===== src/rtl/als_meter_avg.sv =====
// als_meter_avg: ambient-light meter for the PMOD ALS sensor.
// Periodically reads the sensor over SPI, smooths the samples with a
// power-of-two moving average and drives an LED bank as PWM or a bar graph.
// Optional feature macro: ALS_PEAK_HOLD_EN adds peak_clr_i / peak_o and a
// peak dot in bar mode.
module als_meter_avg #(
    parameter int unsigned NUM_LEDS      = 8,
    parameter int unsigned SAMPLE_PERIOD = 200,
    parameter int unsigned SCK_DIV       = 4,
    parameter int unsigned AVG_LOG2      = 2
) (
    input  logic                clk_i,
    input  logic                rst_i,
    input  logic                mode_i,
`ifdef ALS_PEAK_HOLD_EN
    input  logic                peak_clr_i,
    output logic [7:0]          peak_o,
`endif
    output logic [NUM_LEDS-1:0] leds_o,
    output logic [7:0]          avg_o,
    output logic                avg_valid_o,
    output logic                overrun_o,
    output logic                cs_o,
    output logic                sck_o,
    input  logic                sdo_i
);
    localparam int unsigned TW    = $clog2(SAMPLE_PERIOD);
    localparam int unsigned DW    = $clog2(2 * SCK_DIV);
    localparam int unsigned DEPTH = 1 << AVG_LOG2;
    localparam int unsigned PW    = (AVG_LOG2 > 0) ? AVG_LOG2 : 1;
    localparam int unsigned SW    = 8 + AVG_LOG2;

    typedef enum logic [2:0] {StIdle, StSetup, StShift, StHold, StDone} state_e;

    logic [TW-1:0]       tcnt_q;
    logic                req;
    state_e              state_q;
    logic [DW-1:0]       div_q;
    logic [3:0]          bit_q;
    logic [15:0]         shreg_q;
    logic                cs_q;
    logic                sck_q;
    logic [7:0]          sample;
    logic [7:0]          buf_q [DEPTH];
    logic [PW-1:0]       wptr_q;
    logic [SW-1:0]       sum_q;
    logic [SW-1:0]       sum_d;
    logic [7:0]          avg_q;
    logic                valid_q;
    logic [7:0]          pcnt_q;
    logic [7:0]          duty_q;
    logic [15:0]         bar_prod;
    logic [7:0]          lit;
    logic [NUM_LEDS-1:0] leds_d;
    logic [NUM_LEDS-1:0] leds_q;

    assign req       = (tcnt_q == '0);
    assign overrun_o = req && (state_q != StIdle);
    assign sample    = shreg_q[11:4];
    assign sum_d     = sum_q + SW'(sample) - SW'(buf_q[wptr_q]);

    // Request timer: free-running 0..SAMPLE_PERIOD-1, request fires at 0.
    always_ff @(posedge clk_i or posedge rst_i) begin
        if (rst_i) begin
            tcnt_q <= '0;
        end else if (tcnt_q == TW'(SAMPLE_PERIOD - 1)) begin
            tcnt_q <= '0;
        end else begin
            tcnt_q <= tcnt_q + 1'b1;
        end
    end

    // SPI frame FSM with registered cs/sck; sdo sampled on the edge that raises sck.
    always_ff @(posedge clk_i or posedge rst_i) begin
        if (rst_i) begin
            state_q <= StIdle;
            div_q   <= '0;
            bit_q   <= '0;
            shreg_q <= '0;
            cs_q    <= 1'b1;
            sck_q   <= 1'b1;
        end else begin
            unique case (state_q)
                StIdle: begin
                    if (req) begin
                        cs_q    <= 1'b0;
                        div_q   <= '0;
                        state_q <= StSetup;
                    end
                end
                StSetup: begin
                    if (div_q == DW'(SCK_DIV - 1)) begin
                        div_q   <= '0;
                        bit_q   <= '0;
                        sck_q   <= 1'b0;
                        state_q <= StShift;
                    end else begin
                        div_q <= div_q + 1'b1;
                    end
                end
                StShift: begin
                    if (div_q == DW'(SCK_DIV - 1)) begin
                        sck_q   <= 1'b1;
                        shreg_q <= {shreg_q[14:0], sdo_i};
                    end
                    if (div_q == DW'(2 * SCK_DIV - 1)) begin
                        div_q <= '0;
                        if (bit_q == 4'd15) begin
                            cs_q    <= 1'b1;
                            state_q <= StHold;
                        end else begin
                            bit_q <= bit_q + 4'd1;
                            sck_q <= 1'b0;
                        end
                    end else begin
                        div_q <= div_q + 1'b1;
                    end
                end
                StHold: begin
                    if (div_q == DW'(SCK_DIV - 1)) begin
                        div_q   <= '0;
                        state_q <= StDone;
                    end else begin
                        div_q <= div_q + 1'b1;
                    end
                end
                StDone: begin
                    state_q <= StIdle;
                end
                default: begin
                    state_q <= StIdle;
                end
            endcase
        end
    end

    // Moving average: replace the oldest entry and publish the new mean next cycle.
    always_ff @(posedge clk_i or posedge rst_i) begin
        if (rst_i) begin
            for (int unsigned i = 0; i < DEPTH; i++) begin
                buf_q[i] <= '0;
            end
            wptr_q  <= '0;
            sum_q   <= '0;
            avg_q   <= '0;
            valid_q <= 1'b0;
        end else begin
            valid_q <= 1'b0;
            if (state_q == StDone) begin
                buf_q[wptr_q] <= sample;
                sum_q         <= sum_d;
                avg_q         <= 8'(sum_d >> AVG_LOG2);
                valid_q       <= 1'b1;
                wptr_q        <= (wptr_q == PW'(DEPTH - 1)) ? '0 : wptr_q + 1'b1;
            end
        end
    end

    // PWM counter; duty only reloads at the period boundary to avoid glitches.
    always_ff @(posedge clk_i or posedge rst_i) begin
        if (rst_i) begin
            pcnt_q <= '0;
            duty_q <= '0;
        end else begin
            pcnt_q <= pcnt_q + 8'd1;
            if (pcnt_q == 8'hff) begin
                duty_q <= avg_q;
            end
        end
    end

`ifdef ALS_PEAK_HOLD_EN
    logic [7:0]  peak_q;
    logic [15:0] peak_prod;
    logic [7:0]  peak_lit;

    assign peak_o    = peak_q;
    assign peak_prod = 16'(peak_q) * 16'(NUM_LEDS + 1);
    assign peak_lit  = peak_prod[15:8];

    // Peak tracker: clear loads the current average, otherwise keep the maximum.
    always_ff @(posedge clk_i or posedge rst_i) begin
        if (rst_i) begin
            peak_q <= '0;
        end else if (peak_clr_i) begin
            peak_q <= avg_q;
        end else if (valid_q && (avg_q > peak_q)) begin
            peak_q <= avg_q;
        end
    end
`endif

    // LED pattern: thermometer in bar mode, common PWM level otherwise.
    always_comb begin
        leds_d   = '0;
        bar_prod = 16'(avg_q) * 16'(NUM_LEDS + 1);
        lit      = bar_prod[15:8];
        for (int unsigned i = 0; i < NUM_LEDS; i++) begin
            if (mode_i) begin
                leds_d[i] = ({24'd0, lit} > i);
`ifdef ALS_PEAK_HOLD_EN
                if (peak_lit == 8'(i + 1)) begin
                    leds_d[i] = 1'b1;
                end
`endif
            end else begin
                leds_d[i] = (pcnt_q < duty_q);
            end
        end
    end

    // Registered LED outputs.
    always_ff @(posedge clk_i or posedge rst_i) begin
        if (rst_i) begin
            leds_q <= '0;
        end else begin
            leds_q <= leds_d;
        end
    end

    assign leds_o      = leds_q;
    assign avg_o       = avg_q;
    assign avg_valid_o = valid_q;
    assign cs_o        = cs_q;
    assign sck_o       = sck_q;

endmodule


===== config.mk =====
export PLATFORM = sky130hd
export DESIGN_NAME = als_meter_avg
export DESIGN_NICKNAME = d
export VERILOG_FILES = /design/src/rtl/als_meter_avg.sv
export SDC_FILE = /design/constraint.sdc
export NUM_CORES = 1
export LEC_CHECK = 0
export CORE_ASPECT_RATIO = 1.4
export CORE_MARGIN = 10
export CORE_UTILIZATION = 25
export CTS_BUF_LIST = sky130_fd_sc_hd__clkbuf_4
export DETAILED_ROUTE_END_ITERATION = 16
export SYNTH_ARGS = -nofsm -noshare
export SYNTH_HDL_FRONTEND = slang
export SYNTH_SLANG_ARGS = --single-unit

===== constraint.sdc =====
create_clock -name clk_i -period 5.4 [get_ports clk_i]
set_input_delay 1.08 -clock clk_i [delete_from_list [all_inputs] [get_ports clk_i]]
set_output_delay 1.08 -clock clk_i [all_outputs]
set_load 0.02 [all_outputs]

# Yosys cells after proc, flatten, opt, wreduce, memory -nomap -nowiden
# Cells that the tools add are included.
[totals]
in_bits = 4
register_bits = 109
elab_cells = 109
[classes]
n_eq_ne = 16
muxes = 40
mul = 1
n_bitwise = 1
n_lt_le_gt_ge = 11
n_addsub = 7
reduce_logical = 15
[ops]
columns = ["cell", "n"]
rows = [
  ["$bwmux 32", 1],
  ["$mux 8", 4],
  ["$mux 3", 8],
  ["$add 8x1->8 const B", 2],
  ["$bmux 8 s2", 1],
  ["$demux 8 s2", 1],
  ["$eq 8x8->1 const B", 2],
  ["$gt 4x3->1 const B", 4],
  ["$mux 1", 16],
  ["$mul 8x4->12 const B", 1],
  ["$mux 4", 3],
  ["$ne 2x2->1 const B", 6],
  ["$pmux 3 s4", 1],
  ["$add 10x8->10", 1],
  ["$sub 10x8->10", 1],
  ["$eq 3x2->1 const B", 3],
  ["$pmux 3 s3", 1],
  ["$gt 4x1->1 const B", 2],
  ["$gt 4x2->1 const B", 2],
  ["$logic_not 8->1", 1],
  ["$lt 8x8->1", 1],
  ["$pmux 4 s2", 1],
  ["$reduce_and 4->1", 2],
  ["$eq 3x3->1 const B", 2],
  ["other kinds (18)", 24],
]

# Longest topological paths before layout
[depth]
ltp_word = 6
mapped_depth = 13
depth_no_buf = 12

# Worst setup path after synthesis
# No wires, ideal clock.
[synth_path]
path_kind = "flip-flop to flip-flop"
startpoint = "register wptr_q[0]"
endpoint = "register sum_q[6]"
setup_slack_ns = 2.251
setup_ns = 0.120
arrival_ns = 3.029
path_stages_with_launch = 12
path_cell_list = "dfrtp_1 buf_2 mux4_2 fa_1 inv_1 ha_1 nor2b_1 o21a_1 o21ai_2 a21boi_0 or3_1 a31o_1"
[synth_via]
elab_chain_len = 5
[synth_rtl]
columns = ["element", "line", "source"]
rows = [
  ["start: declaration", "45", "logic [PW-1:0] wptr_q;"],
  ["start signal: assignment", "154", "wptr_q <= (wptr_q == PW'(DEPTH - 1)) ? '0 : wptr_q + 1'b1;"],
  ["$not 2->3 (implied by the code)", "60", "assign sum_d = sum_q + SW'(sample) - SW'(buf_q[wptr_q]);"],
  ["$bmux 8 s2", "60", ""],
  ["$mux 8 (implied by the code) (2 in a row)", "60", ""],
  ["$sub 10x8->10", "60", ""],
  ["end signal: assignment", "151", "sum_q <= sum_d;"],
  ["end: declaration", "46", "logic [SW-1:0] sum_q;"],
]
# Every way passes these cells. The select of a mux whose other input is x is not followed.
# A chain may end at the register's enable or synchronous reset.

# Worst setup path in the final report
# Ends and elaborated chain as after synthesis.

==> flow_summary.json <==
{
  "postSynthNetCount": 546,
  "yosys.area.top_type": "dfrtp_1",
  "drive_gt1_share_pct": 15.2,
  "r2r_slack_ns": 1.94,
  "portBuffers": 23,
  "powerDensity_nw_per_um2": 210,
  "avgSynthCellArea_sq_um": 10.9,
  "crit_chain": "mux4_2 > fa_1 > inv_1 > ha_1 > nor2b_1 > o21a_1 > o21ai_2 > a21boi_0 > or3_1 > a31o_1",
  "setup_viol": 0,
  "root_buffer": "clkbuf_4",
  "dr.pass1.iters": 4,
  "final_hold_viol_count": 0,
  "fp.dieW_um": 144,
  "fin_util_pct": 28.3,
  "drv_cap": 0,
  "critPathLaunchType": "flip-flop",
  "clock_latency_ns": 0.49,
  "hp-start": "tcnt_q[0]",
  "yosysWarnings": 0,
  "tightest_slew_ns": 0.844,
  "yosysUniqueCellTypes": 55,
  "cts_resized": 0,
  "max_stage_delay_ns": 0.77,
  "yosys_most_used_dff": "dfrtp_1",
  "crit_path_top_delay_cell": "dfrtp_1",
  "cp.arrival_ns": 3.84,
  "synth_edf_count": 0,
  "cts_hold_buffers": 0,
  "dp_slack_ns": 1.96,
  "synth_area_sq_um": 5420,
  "post-route-min-period_ns": 3.46,
  "cp_max_fo": 12,
  "maxSlewViolCount": 0,
  "htree_levels": 3,
  "grt_pass1_wl_um": 17300,
  "cts_made_buffers": 9,
  "grt_start_max_net_pins": 67,
  "die_h_um": 194,
  "holdPathStages": 1,
  "slew_headroom_pct": 43.7,
  "postSynth.asyncResetShare_pct": 100,
  "power.total_w": 0.00126,
  "vias": 3459,
  "antenna_found_initial": 0,
  "place_area_sq_um": 5850,
  "io_pins": 24,
  "synthCells": 496,
  "gp_congestion": 0.784,
  "power_leakage_nw": 2.72,
  "endpoint_kind": "flip-flop",
  "worstReg2RegStart": "wptr_q[0]",
  "coreArea_sq_um": 21300,
  "vias_per_cell": 4.47,
  "drt_iter0_drc": 146,
  "cts_setup_buffers": 0,
  "finalNetCount": 557,
  "numClockSinks": 101,
  "fp.dieArea_sq_um": 28000,
  "finClkSkew_ns": 0.0281,
  "grt_usage_pct": 7.56,
  "wl_per_cell_um": 13.2,
  "route.detailed.drc": 0,
  "cp_data_required_time_ns": 5.79,
  "synth_top_cell_area_share_pct": 45.7,
  "start_util_pct": 25.4,
  "route.final.wire_length_um": 10200,
  "cts_buffer_depth": 2,
  "synth-seq-area-share_pct": 46.7,
  "worst_slack_ns": 1.94,
  "cts_tree": "built",
  "timing.rr.end": "sum_q[6]",
  "peakVddDrop_mv": 0.115,
  "final_cell_area_sq_um": 6020,
  "clk_pin_slew_ns": 0.16,
  "rsz0062_at_grt": "no",
  "grt-ovfl-total": 0,
  "rr_worst_depth": 10,
  "period_share_pct": 64.0,
  "status": "completed",
  "path_class": "flip-flop to flip-flop",
  "grt_pass1_vias": 3559,
  "area_growth_pct": 11.1,
  "ys_ff_latch": 101,
  "setup_tns_ns": 0,
  "fp-row-count": 63,
  "yosys-top-cells-area": "dfrtp_1 (46%), ha_1 (8.8%), mux2_2 (8.1%)",
  "hold_class": "flip-flop to flip-flop",
  "antenna_left": 0,
  "place_hpwl_um": 7450,
  "fmax_mhz": 289,
  "worstHoldEndpoint": "tcnt_q[0]"
}
synthesized netlist by cell type (all sizes together) (2+ instances only):
| cell | n |
|---|---|
| mux2 | 39 |
| nor3 | 12 |
| mux4 | 8 |
| a21oi | 7 |
| or3 | 3 |
| nand2b | 5 |
| clkbuf | 7 |
| dfstp | 2 |
| ha | 38 |
| nor3b | 2 |
| or2 | 2 |
| buf | 18 |
| and2 | 2 |
| a211oi | 4 |
| xnor2 | 13 |
| o41ai | 2 |
| nor2 | 21 |
| nand2 | 41 |
| o21a | 5 |
| inv | 57 |
| a21o | 3 |
| nand4 | 5 |
| dfrtp | 99 |
| nand3 | 8 |
| o21ai | 46 |
| fa | 8 |
| and3 | 9 |
| xor2 | 5 |
| o31ai | 5 |
| a31o | 2 |
per-layer routing:
layer | vias to the layer above | track usage [%] | part of all wire, %
met5 | - | 0 | 0
met4 | 0 | 2.73 | 1.4
met3 | 14 | 1.86 | 2.9
met2 | 36 | 12.5 | 49
met1 | 1688 | 9.20 | 47
li1 | 1721 | - | -
final cells by class:
type                            instances  area, sq um
Inverter                               57          216
Clock buffer                           10         75.1
Fill cell                            2199        15300
Antenna cell                            1         2.50
Clock inverter                          6         93.8
Tap cell                              260          325
Multi-Input combinational cell        313         2530
Timing Repair Buffer                   25          245
Sequential cell                       101         2530
state kept, by name, summed over array words and instances (netlist names), 4 cells and up:
name	cells
duty_q	8
buf_q	32
shreg_q	12
sum_q	10
pcnt_q	8
tcnt_q	8
bit_q	4
leds_o	8
how the worst max path moves through the flow:
stage                    from          end  slack, ns
finish              wptr_q[0]     sum_q[6]       1.94
global route        wptr_q[0]     sum_q[6]       1.73
CTS                 wptr_q[0]     sum_q[6]       1.93
detailed placement  wptr_q[0]     sum_q[6]       1.96
global placement    wptr_q[0]     sum_q[6]       1.99
floorplan               rst_i  avg_valid_o       1.68
power by group:
part | internal, W | switching (W)
logic | 0.0000106 | 0.0000237
clock network | 0.000197 | 0.000270
registers | 0.000759 | 0.00000213
total | 0.000967 | 0.000295
cells in the final DEF, fill, tap and decap left out, types with 9 or more instances in the layout:
cell,n
clkbuf_4,10
mux2_2,39
clkdlybuf4s50_1,23
ha_1,38
o21ai_0,44
xnor2_1,13
inv_1,56
dfrtp_1,99
nor2_1,21
nor3_1,11
and3_1,9
nand2_1,40
critical path: cells and delay by family (launching register included):
family / cells / cell delay (ns)
fa+ha+maj: 2 / 0.82
flops: 1 / 0.77
mux: 1 / 0.60
simple gates: 2 / 0.46
buf+inv: 1 / 0.04
compound gates: 4 / 0.67
through the flow:
step                hold slack (ns)  cells
global route                  0.521    772
finish                        0.498    773
floorplan                     0.445    496
global placement              0.463    756
detailed placement            0.474    756
CTS                           0.504    772
logic make-up (layout without fill, tap and decap cells):
kind of cell,after synthesis,after routing,share of synthesized area (%)
AND/OR/NAND/NOR,116,116,10.3
flip-flops,101,101,46.7
AO/OA/AOI/OAI,85,85,10.0
buffers and inverters,82,98,6.70
multiplexers,48,48,11.6
adder cells (fa/ha/maj),46,46,11.7
XOR/XNOR,18,18,2.91
other,0,1,0
(Power assumes the default switching activity.)
